File: src/rtl/uart_pkg.sv
// Shared constants and FSM state type for the UART transmit FIFO block.
package uart_pkg;

    localparam int DEFAULT_DEPTH       = 16;
    localparam int DEFAULT_ACK_TIMEOUT = 8;

    typedef enum logic [2:0] {
        IDLE      = 3'd0,
        LOAD      = 3'd1,
        ISSUE     = 3'd2,
        WAIT_ACK  = 3'd3,
        WAIT_DONE = 3'd4
    } state_t;

endpackage

File: src/rtl/sync_fifo.sv
// Byte FIFO with occupancy count, full/empty flags and a sticky overflow flag.
// Full is judged on the registered count, so a push into a full FIFO is dropped even if a pop happens that cycle.
module sync_fifo
    import uart_pkg::*;
#(
    parameter int DEPTH = DEFAULT_DEPTH
) (
    input  logic                   clk,
    input  logic                   rst_n,
    input  logic                   push,
    input  logic [7:0]             push_data,
    input  logic                   pop,
    output logic [7:0]             pop_data,
    output logic                   full,
    output logic                   empty,
    output logic [$clog2(DEPTH):0] count,
    output logic                   ovf,
    input  logic                   ovf_clr
);

    localparam int AW = $clog2(DEPTH);
    localparam int CW = AW + 1;

    logic [7:0]    mem [DEPTH];
    logic [AW-1:0] wr_ptr;
    logic [AW-1:0] rd_ptr;
    logic          push_ok;
    logic          pop_ok;

    assign full     = (count == CW'(DEPTH));
    assign empty    = (count == '0);
    assign push_ok  = push && !full;
    assign pop_ok   = pop && !empty;
    assign pop_data = mem[rd_ptr];

    always_ff @(posedge clk) begin
        if (push_ok) begin
            mem[wr_ptr] <= push_data;
        end
    end

    // Pointers wrap naturally because DEPTH is a power of two.
    always_ff @(posedge clk or negedge rst_n) begin
        if (!rst_n) begin
            wr_ptr <= '0;
            rd_ptr <= '0;
            count  <= '0;
        end else begin
            if (push_ok) begin
                wr_ptr <= wr_ptr + AW'(1);
            end
            if (pop_ok) begin
                rd_ptr <= rd_ptr + AW'(1);
            end
            case ({push_ok, pop_ok})
                2'b10:   count <= count + CW'(1);
                2'b01:   count <= count - CW'(1);
                default: count <= count;
            endcase
        end
    end

    always_ff @(posedge clk or negedge rst_n) begin
        if (!rst_n) begin
            ovf <= 1'b0;
        end else if (ovf_clr) begin
            ovf <= 1'b0;
        end else if (push && full) begin
            ovf <= 1'b1;
        end
    end

endmodule

File: src/rtl/uart_tx_fifo.sv
// Transmit-side byte queue feeding a UART transmitter through a send_en / send_busy handshake.
// Handshake: send_en pulses one cycle with send_data valid; the transmitter acknowledges by raising send_busy and frees by dropping it.
module uart_tx_fifo
    import uart_pkg::*;
#(
    parameter int DEPTH       = DEFAULT_DEPTH,
    parameter int ACK_TIMEOUT = DEFAULT_ACK_TIMEOUT
) (
    input  logic                   clk,
    input  logic                   rst_n,
    input  logic                   wr_en,
    input  logic [7:0]             wr_data,
    output logic                   full,
    output logic                   empty,
    output logic [$clog2(DEPTH):0] count,
    output logic                   ovf,
    input  logic                   ovf_clr,
    output logic                   send_en,
    output logic [7:0]             send_data,
    input  logic                   send_busy,
    output logic                   ack_err,
    output state_t                 state
);

    localparam int TW = $clog2(ACK_TIMEOUT + 1);

    state_t        state_q;
    state_t        state_d;
    logic          pop;
    logic [7:0]    pop_data;
    logic [TW-1:0] tmo_cnt;
    logic [TW-1:0] tmo_next;
    logic          tmo_clr;
    logic          tmo_inc;

    assign state    = state_q;
    assign tmo_next = tmo_cnt + TW'(1);

    sync_fifo #(
        .DEPTH (DEPTH)
    ) u_fifo (
        .clk       (clk),
        .rst_n     (rst_n),
        .push      (wr_en),
        .push_data (wr_data),
        .pop       (pop),
        .pop_data  (pop_data),
        .full      (full),
        .empty     (empty),
        .count     (count),
        .ovf       (ovf),
        .ovf_clr   (ovf_clr)
    );

    always_ff @(posedge clk or negedge rst_n) begin
        if (!rst_n) begin
            state_q <= IDLE;
        end else begin
            state_q <= state_d;
        end
    end

    always_comb begin
        state_d = state_q;
        pop     = 1'b0;
        send_en = 1'b0;
        ack_err = 1'b0;
        tmo_clr = 1'b0;
        tmo_inc = 1'b0;
        case (state_q)
            IDLE: begin
                if (!empty && !send_busy) begin
                    pop     = 1'b1;
                    state_d = LOAD;
                end
            end
            LOAD: begin
                state_d = ISSUE;
            end
            ISSUE: begin
                send_en = 1'b1;
                tmo_clr = 1'b1;
                state_d = WAIT_ACK;
            end
            WAIT_ACK: begin
                // Timeout fires on the cycle the count would reach ACK_TIMEOUT,
                // i.e. ACK_TIMEOUT cycles after the send_en pulse.
                if (send_busy) begin
                    state_d = WAIT_DONE;
                end else if (tmo_next == TW'(ACK_TIMEOUT)) begin
                    ack_err = 1'b1;
                    state_d = IDLE;
                end else begin
                    tmo_inc = 1'b1;
                end
            end
            WAIT_DONE: begin
                if (!send_busy) begin
                    state_d = IDLE;
                end
            end
            default: begin
                state_d = IDLE;
            end
        endcase
    end

    always_ff @(posedge clk or negedge rst_n) begin
        if (!rst_n) begin
            tmo_cnt <= '0;
        end else if (tmo_clr) begin
            tmo_cnt <= '0;
        end else if (tmo_inc) begin
            tmo_cnt <= tmo_next;
        end
    end

    always_ff @(posedge clk or negedge rst_n) begin
        if (!rst_n) begin
            send_data <= 8'h00;
        end else if (pop) begin
            send_data <= pop_data;
        end
    end

endmodule

File: config.mk
export PLATFORM = sky130hd
export DESIGN_NAME = uart_tx_fifo
export DESIGN_NICKNAME = d
export VERILOG_FILES = /design/src/rtl/uart_pkg.sv /design/src/rtl/sync_fifo.sv /design/src/rtl/uart_tx_fifo.sv
export SDC_FILE = /design/constraint.sdc
export NUM_CORES = 1
export LEC_CHECK = 0
export ABC_CLOCK_PERIOD_IN_PS = 4150
export CAP_MARGIN = 20
export CORE_MARGIN = 2
export CORE_UTILIZATION = 55
export DETAILED_ROUTE_END_ITERATION = 8
export PLACE_DENSITY = 0.8
export SYNTH_ARGS = -nofsm -noshare
export SYNTH_HDL_FRONTEND = slang
export SYNTH_SLANG_ARGS = --single-unit
export TNS_END_PERCENT = 50
File: constraint.sdc
create_clock -name clk -period 4.15 [get_ports clk]
set_input_delay 0.83 -clock clk [delete_from_list [all_inputs] [get_ports clk]]
set_output_delay 0.83 -clock clk [all_outputs]
set_load 0.02 [all_outputs]
## Word-level counts from Yosys, hierarchy flattened

Memory sizes are Yosys's and may differ from the RTL's. A register that Yosys moved wholly into a read port is not among the register bits.
Cells that the tools add are included.

- Latch bits: 0
- Register bits: 21
- Logic and storage cells: 58
- Output and inout bits: 21
- Input bits: 13
- Bits in writable memories: 128
- Memories kept: 1
- Memory bits (read-only): 0

Memory list:

| name | words | width | rd ports | clocked after memory_dff | wr ports | RTL line | text |
|---|---|---|---|---|---|---|---|
| u_fifo.mem | 16 | 8 | 1 | 1 | 1 | sync_fifo.sv:24 | `logic [7:0] mem [DEPTH];` |

- $lt $le $gt $ge: 0
- Equality and inequality tests: 11
- Reduce and logical (&&, ||, !) cells: 14
- Bitwise operators: 0
- Div/mod/pow operators: 0
- Multipliers: 0
- Shift-type cells: 0
- Add/subtract/negate cells: 5
- Multiplexer cells: 21

Operators with widths:

| cell | count |
|---|---|
| $pmux 3 s5 | 1 |
| $mux 1 | 13 |
| $add 4x1->4 const B | 3 |
| $mux 3 | 4 |
| $pmux 5 s2 | 1 |
| $mux 4 | 2 |
| $eq 3x2->1 const B | 2 |
| $reduce_bool 2->1 | 3 |
| $add 5x1->5 const B | 1 |
| $eq 5x5->1 const B | 1 |
| $logic_not 5->1 | 1 |
| $sub 5x1->5 const B | 1 |
| $eq 4x4->1 const B | 1 |
| $logic_and 1x1->1 | 4 |
| $logic_not 1->1 | 4 |
| $ne 2x2->1 const B | 2 |
| $eq 3x1->1 const B | 1 |
| $eq 3x3->1 const B | 1 |
| $logic_not 3->1 | 1 |
| $ne 3x3->1 const B | 1 |
| $reduce_and 3->1 | 1 |
| $eq 2x1->1 const B | 1 |
| $eq 2x2->1 const B | 1 |

## Depth between registers and ports, before layout

Gate-level depths: netlist of run 1.

- Word-level depth: 8
- Gate-level depth with buffers: 13

## Modules after synthesis

From an unflattened synthesis of run 1, not the netlist that was laid out.

- Cell total of the unflattened synthesis: 390
- Area total of the unflattened synthesis: 6538.8 um^2

Modules (own cells, without submodules):

| module | area an instance (um^2) | instances | cells an instance |
|---|---|---|---|
| sync_fifo | 5813.1 | 1 | 335 |
| uart_tx_fifo | 725.7 | 1 | 55 |

## Least setup slack after synthesis of run 1

No wires, ideal clock.

- Path type: in2reg
- From: input send_busy
- To: register u_fifo.count[4]
- Path buffers: 1
- Required time: 4.020 ns
- Slack: 0.876 ns
- Stages on the path: 11
- Data arrival time: 3.144 ns
- Path through: or4_1 > a21oi_2 > buf_4 > ha_1 > inv_1 > fa_1 > nor2b_1 > o21ai_0 > nand3_1 > or3b_2 > xnor2_1

- Longest elaborated chain between the ends: 7

Ends and longest elaborated chain:

| element | RTL line | text |
|---|---|---|
| start: declaration | uart_tx_fifo.sv:20 | `input logic send_busy,` |
| $logic_not 1->1 * | -- |  |
| $logic_and 1x1->1 * | uart_tx_fifo.sv:72 | `if (!empty && !send_busy) begin` |
| $mux 1 * | uart_tx_fifo.sv:72 |  |
| $mux 1 * | uart_tx_fifo.sv:70 | `case (state_q)` |
| $logic_and 1x1->1 * | sync_fifo.sv:33 | `assign pop_ok = pop && !empty;` |
| net u_fifo.pop_ok | sync_fifo.sv:28 | `logic pop_ok;` |
| $eq 2x1->1 or $eq 2x2->1 (tied branches) | sync_fifo.sv:55 | `case ({push_ok, pop_ok})` |
| $pmux 5 s2 or $reduce_bool 2->1 (tied branches) | -- |  |
| end signal: assignment | sync_fifo.sv:56 | `2'b10: count <= count + CW'(1);` |
| end signal: assignment | sync_fifo.sv:57 | `2'b01: count <= count - CW'(1);` |
| end signal: assignment | sync_fifo.sv:58 | `default: count <= count;` |
| end: declaration | sync_fifo.sv:16 | `output logic [$clog2(DEPTH):0] count,` |

Mark *: on every way through the listed nets, which the timed path passes. The rest lies on a longest branch.
A chain may end at the register's enable or synchronous reset.

## Worst setup path after layout of run 1

- From: input send_busy
- To: output ack_err

- Longest elaborated chain between the ends: 2

Ends and longest elaborated chain:

| element | RTL line | text |
|---|---|---|
| $mux 1 | uart_tx_fifo.sv:88 | `if (send_busy) begin` |
| $mux 1 | uart_tx_fifo.sv:70 |  |
| end: declaration | uart_tx_fifo.sv:21 | `output logic ack_err,` |

Every way passes these cells.

==> results.yml, run 1 <==
clocking:
  cts_resized: 0
  cts_root_buf: "clkbuf_16"
  tritoncts: "yes"
  cts_buffer_depth: 2
  h-tree-depth: 4
  clk_latency_ns: 0.42
  postCtsSetupRepairBufs: 0
  cts-hold-fix-buffers: 0
  cts.sinks: 157
  path_clk_slew_ns: 0.06
  numCtsBuffers: 17
route:
  maxUsedRoutingLayer: "met4"
  routedWlPerCell_um: 21.1
  firstDrtPassIters: 4
  ant_nets: 0
  drt-total-wl_um: 11600
  first_iter_violations: 225
  wl_met1_um: 4880
  vias: 3261
  route.detailed.drc: 0
  dr_wl_met3_um: 739
  met2_wirelength_um: 5730
  vias_per_cell: 5.93
timing:
  fin_setup_tns_ns: 0
  period_share_pct: 80.1
  max_freq_mhz: 301
  fin_crit_ns: 3.32
  worstMarginPinSlew_ns: 0.907
  worst_hold_slack_ns: 0.502
  hold_violations: 0
  report.final.setup_viol: 0
  clock_skew_ns: 0.00621
  slew_violations: 0
  slew_headroom_pct: 39.3
  worst_slack_ns: 0.826
  rsz0062_at_grt: "no"
worst_setup_path:
  worst-path-buf-inv: 2
  worst-path-max-fanout: 5
  required_ns: 3.32
  max_stage_delay_ns: 0.59
  path_class: "input port to output pin"
  cp-start-kind: "input port"
  crit_chain: "clkdlybuf4s50_1 > nor3_1 > and2_1 > clkdlybuf4s50_1"
  cp_slowest_cell: "clkdlybuf4s50_1"
  cp_top_family: "buffers and inverters"
  end_kind: "output pin"
  crit_arrival_ns: 2.49
  cp_common_cell: "clkdlybuf4s50_1"
yosys:
  ys_warn_count: 0
  avgSynthCellArea_um2: 18.4
  synth.distinct_cells: 42
  synth_flop_cell: "edfxtp_1"
  synth.cell_area_um2: 6460
  synth-seq-area-share_pct: 70.7
  synthesis.nets: 375
  synth_enable_flop_cells: 128
  ys_ff_latch: 157
  async_flop_share_pct: 18.5
  syn_inst: 351
finish:
  num_antenna_cells: 0
  nets: 418
  fin_area_um2: 7490
  drive_above_1_share_pct: 16.2
  syn_to_final_growth_pct: 16.0
global_route:
  grt_pass1_wl_um: 18300
  grt_pass1_vias: 3334
  grt_overflow: 0
  track_usage_pct: 20.0
  grt_max_degree: 35
  antenna_found_initial: 0
place:
  gp_congestion: 0.860
  pre_cts_slack_ns: 0.479
  hpwlAfterDp_um: 7370
  io_buffers: 33
  placed_cell_area_um2: 6910
hold_path:
  hp-class: "flip-flop to flip-flop"
flow_run:
  maxCapViolations: 0
power:
  power_density_nw_per_um2: 691
  leakagePower_uw: 0.00265
  vdd_drop_max_uv: 501
die:
  ioPinCount: 34
  die_h_um: 112
  die_area_um2: 12600
  start_util_pct: 56.6
  coreArea_um2: 11400
  fp.dieW_um: 112
  rows: 39
run_status:
  status: "complete, no violations"
## layer usage
layer	up-vias	GRT usage, %
li1	1480	-
met1	1651	26.2
met2	107	32.1
met3	23	5.94
met4	0	7.64
met5	-	0
## flip-flops by register name (all words and copies together), names as in the netlist
signal	cells
u_fifo.ovf	1
u_fifo.mem	128
u_fifo.count	5
tmo_cnt	4
state	3
u_fifo.wr_ptr	4
send_data	8
u_fifo.rd_ptr	4
## power by group
part | internal (µW) | total (µW) | switching [µW]
Clock | 898 | 1480 | 581
Combinational | 736 | 1480 | 747
Sequential | 1970 | 2210 | 246
Total | 3600 | 5170 | 1570
## layout by cell type, fill, tap and decap left out, types with 2 or more instances in the layout
cell type and n:
a21oi_1 15, and2_1 3, buf_4 8, clkbuf_16 19
clkbuf_8 4, clkdlybuf4s50_1 33, clkinv_2 3, dfrtp_1 28
edfxtp_1 128, ha_1 10, inv_1 9, inv_4 2
mux2_2 9, mux2i_1 2, mux4_1 21, mux4_2 11
nand2_1 13, nand2b_1 4, nand3_1 3, nor2_1 19
nor2b_1 2, nor3_1 6, o21ai_0 6, o22ai_1 16
xnor2_1 7, xor2_1 5
## cell usage after synthesis (all sizes together), types with 2 or more instances
cell type / count / area, µm²
nor3: 6 / 30.0
mux4: 32 / 800
nand2: 14 / 55.1
a21oi: 16 / 83.8
nand3: 3 / 15.0
nand2b: 4 / 25.0
clkbuf: 4 / 15.0
xor2: 5 / 43.8
nor2b: 2 / 12.5
mux2: 9 / 101
nor2: 19 / 71.3
ha: 10 / 125
xnor2: 8 / 77.6
o21ai: 6 / 30.0
or3b: 2 / 17.5
mux2i: 2 / 20.0
dfrtp: 29 / 726
nand4: 2 / 27.5
edfxtp: 128 / 3840
and2: 3 / 18.8
inv: 9 / 33.8
buf: 13 / 108
o22ai: 16 / 100
## metrics by stage
stage,total power (µW),std cells,util [%]
floorplan,3270,351,-
global placement,3660,518,60.5
detailed placement,3720,518,60.5
CTS,5210,550,65.6
global route,5420,550,65.6
finish,5170,550,65.6
## worst register-to-register path: cells and delay by family, from the launching register on
kind / cells / cell delay (ns)
simple gates: 6 / 1.63
flops: 1 / 0.43
compound gates: 1 / 0.11
xor+xnor: 1 / 0.13
buf+inv: 2 / 0.20
fa+ha+maj: 2 / 0.62
## final timing paths
check / startpoint / to / slack, ns / cells past startpoint
worst max-delay path: send_busy / ack_err / 0.83 / 4
worst max register to register: u_fifo.count[0] / u_fifo.count[4] / 0.91 / 12
max in group asynchronous: rst_n / u_fifo.rd_ptr[1] / 3.05 / 2
worst min register to register: u_fifo.ovf / u_fifo.ovf / 0.50 / 2
min in group asynchronous: rst_n / u_fifo.count[1] / 0.81 / 2
worst min-delay path: u_fifo.ovf / u_fifo.ovf / 0.50 / 2
## cell families (layout without fill, tap and decap cells)
family                     count (synthesis)  after routing  synth area share, %
AOI/OAI and AO/OA                         40             40                 3.58
adders and majority gates                 11             11                 2.25
DFF                                      157            157                 70.7
xor gates and xnor gates                  13             13                 1.88
muxes                                     43             43                 14.3
buffers and inverters                     26             82                 2.42
and+or+nand+nor                           61             61                 4.86
## area by class of cell
| cell class | count | area [µm²] |
|---|---|---|
| fill | 773 | 3930 |
| clock inverter | 8 | 48.8 |
| sequential | 157 | 4570 |
| timing repair buffer | 41 | 390 |
| multi-input combinational | 168 | 1730 |
| inverter | 9 | 33.8 |
| clock buffer | 24 | 534 |
| tap | 143 | 179 |
Power figures use the tool's default switching activity.
==> inputs of run 2 (changes only) <==
--- a/config.mk
+++ b/config.mk
@@ -5,12 +5,12 @@
 export SDC_FILE = /design/constraint.sdc
 export NUM_CORES = 1
 export LEC_CHECK = 0
-export ABC_CLOCK_PERIOD_IN_PS = 4150
+export ABC_CLOCK_PERIOD_IN_PS = 3000
 export CAP_MARGIN = 20
 export CORE_MARGIN = 2
-export CORE_UTILIZATION = 55
+export CORE_UTILIZATION = 54
 export DETAILED_ROUTE_END_ITERATION = 8
-export PLACE_DENSITY = 0.8
+export PLACE_DENSITY = 0.82
 export SYNTH_ARGS = -nofsm -noshare
 export SYNTH_HDL_FRONTEND = slang
 export SYNTH_SLANG_ARGS = --single-unit
==> constraint.sdc (replaced) <==
create_clock -name clk -period 3 [get_ports clk]
set_input_delay 0.6 -clock clk [delete_from_list [all_inputs] [get_ports clk]]
set_output_delay 0.6 -clock clk [all_outputs]
set_load 0.02 [all_outputs]
==> run 2 against run 1 <==
Net effect: first-iteration DRC count is 14% higher; clock skew is 0.00099 ns higher; cell count is 4.0% higher; die area rose by 1.8%; critical path type is now input port to flip-flop.
==> results.yml, run 2 (synthesis results as in run 1) <==
power:
  leakagePower_uw: 0.00274
  clkPwrFrac_pct: 28.6
  vdd_drop_max_uv: 802
  finalPower_uw: 7370
  p_sw_uw: 2230
  p_int_uw: 5140
  seq_power_share_pct: 41.1
  power_density_nw_per_um2: 959
  switching_share_pct: 30.2
  combPwrFrac_pct: 30.3
run_status:
  status: "complete, no violations"
die:
  fp.dieW_um: 113
  rows: 39
  ioPinCount: 34
  start_util_pct: 55.8
  coreArea_um2: 11600
  die_h_um: 113
  die_area_um2: 12900
timing:
  max_freq_mhz: 347
  period_share_pct: 96.0
  clock_skew_ns: 0.00720
  worstMarginPinSlew_ns: 0.641
  slew_violations: 0
  hold_violations: 0
  fin_crit_ns: 2.88
  report.final.setup_viol: 0
  worst_hold_slack_ns: 0.519
  slew_headroom_pct: 57.2
  rsz0062_at_grt: "no"
route:
  routedWlPerCell_um: 21.6
  firstDrtPassIters: 4
  vias: 3395
  ant_nets: 0
  drt-total-wl_um: 12400
  vias_per_cell: 5.94
  first_iter_violations: 256
  route.detailed.drc: 0
clocking:
  cts_buffer_depth: 2
  cts_root_buf: "clkbuf_16"
  tritoncts: "yes"
  path_clk_slew_ns: 0.06
  cts.sinks: 157
  numCtsBuffers: 17
  h-tree-depth: 4
  postCtsSetupRepairBufs: 0
  cts-hold-fix-buffers: 0
  clk_latency_ns: 0.42
  cts_resized: 0
global_route:
  grt_overflow: 0
  grt_max_degree: 35
  grt_pass1_vias: 3621
  antenna_found_initial: 0
  grt_pass1_wl_um: 19300
  track_usage_pct: 20.8
place:
  dpl.cell_count: 540
  placed_cell_area_um2: 7100
  hpwlAfterDp_um: 7650
  gp_congestion: 0.771
  io_buffers: 33
finish:
  num_antenna_cells: 0
  instances_no_fill: 572
  mostFrequentLayoutCells: "edfxtp_1 (128), clkdlybuf4s50_1 (33), buf_4 (29), dfrtp_1 (26), mux4_1 (21)"
  final_common_cell: "edfxtp_1"
  reg_top3: "u_fifo.mem (128), send_data (8), u_fifo.count (5)"
  nets: 440
  regArea_um2: 4570
  syn_to_final_growth_pct: 18.9
  drive_above_1_share_pct: 20.7
  largest_reg_flops: 128
  regMostFlops: "u_fifo.mem"
  fin_area_um2: 7680
  nFillCells: 748
  fin_util_pct: 66.4
  multiInputGateArea_um2: 1740
worst_setup_path:
  path_class: "input port to flip-flop"
  reg2reg_slack_ns: 0.15
  crit_arrival_ns: 3.18
  cp-start-kind: "input port"
  required_ns: 3.30
  end_kind: "flip-flop"
  worst-path-max-fanout: 3
flow_run:
  maxCapViolations: 0
hold_path:
  hp-class: "flip-flop to flip-flop"
==> run 2: cell count changes in the layout (fill, tap and decap cells not counted), sizes merged <==
cell      before  now
clkinv         5    7
inv           12   10
clkinvlp       0    2
clkbuf        24   19
buf            8   30
bufinv         0    3
==> run 2: metal layers <==
layer,vias up,global-route usage (%),routed length [µm]
met5,-,0,0
met4,0,10.9,424
met3,36,5.41,772
met2,134,35.0,6340
met1,1701,24.8,4820
li1,1524,-,-
==> run 2: path summary, 6_finish.rpt <==
check                                         to       from  cells after the start
min in group asynchronous       u_fifo.wr_ptr[2]      rst_n                      2
max in group asynchronous       u_fifo.rd_ptr[1]      rst_n                      2
worst min-delay path                    state[0]   state[2]                      1
worst min register to register          state[0]   state[2]                      1
worst max-delay path             u_fifo.count[4]  send_busy                     11
worst max register to register   u_fifo.count[4]   state[2]                     10
==> run 2: stage by stage <==
stage / setup TNS, ns / worst slack (ns)
finish: 0 / 0.119
global route: 0 / 0.0319
CTS: 0 / 0.135
detailed placement: -0.278 / -0.278
global placement: -0.204 / -0.204
floorplan: 0 / 0.0400
==> run 2: cell type report <==
class	count	area share (%)
clock buffer	19	5.64
clock inverter	13	1.92
inverter	9	0.440
multi-input combinational	168	22.7
sequential	157	59.6
tap	143	2.33
timing repair buffer	63	7.40
==> run 2: critical path, cell delays in order <==
cell	delay [ns]
clkdlybuf4s50_1	0.42
or4_1	0.45
a21oi_2	0.18
ha_2	0.22
inv_1	0.08
fa_2	0.35
nor2b_1	0.10
o21ai_0	0.10
nand3_1	0.10
or3b_2	0.45
xnor2_1	0.13
==> run 2: power groups by stage <==
stage          clock network [µW]  logic, µW  registers (µW)
2_1_floorplan                   0       1500            3050
3_5_place_dp                    0       2230            3070
3_3_place_gp                    0       2140            3040
6_report                     2110       2230            3030
4_1_cts                      2150       2250            3030
5_1_grt                      2230       2390            3070
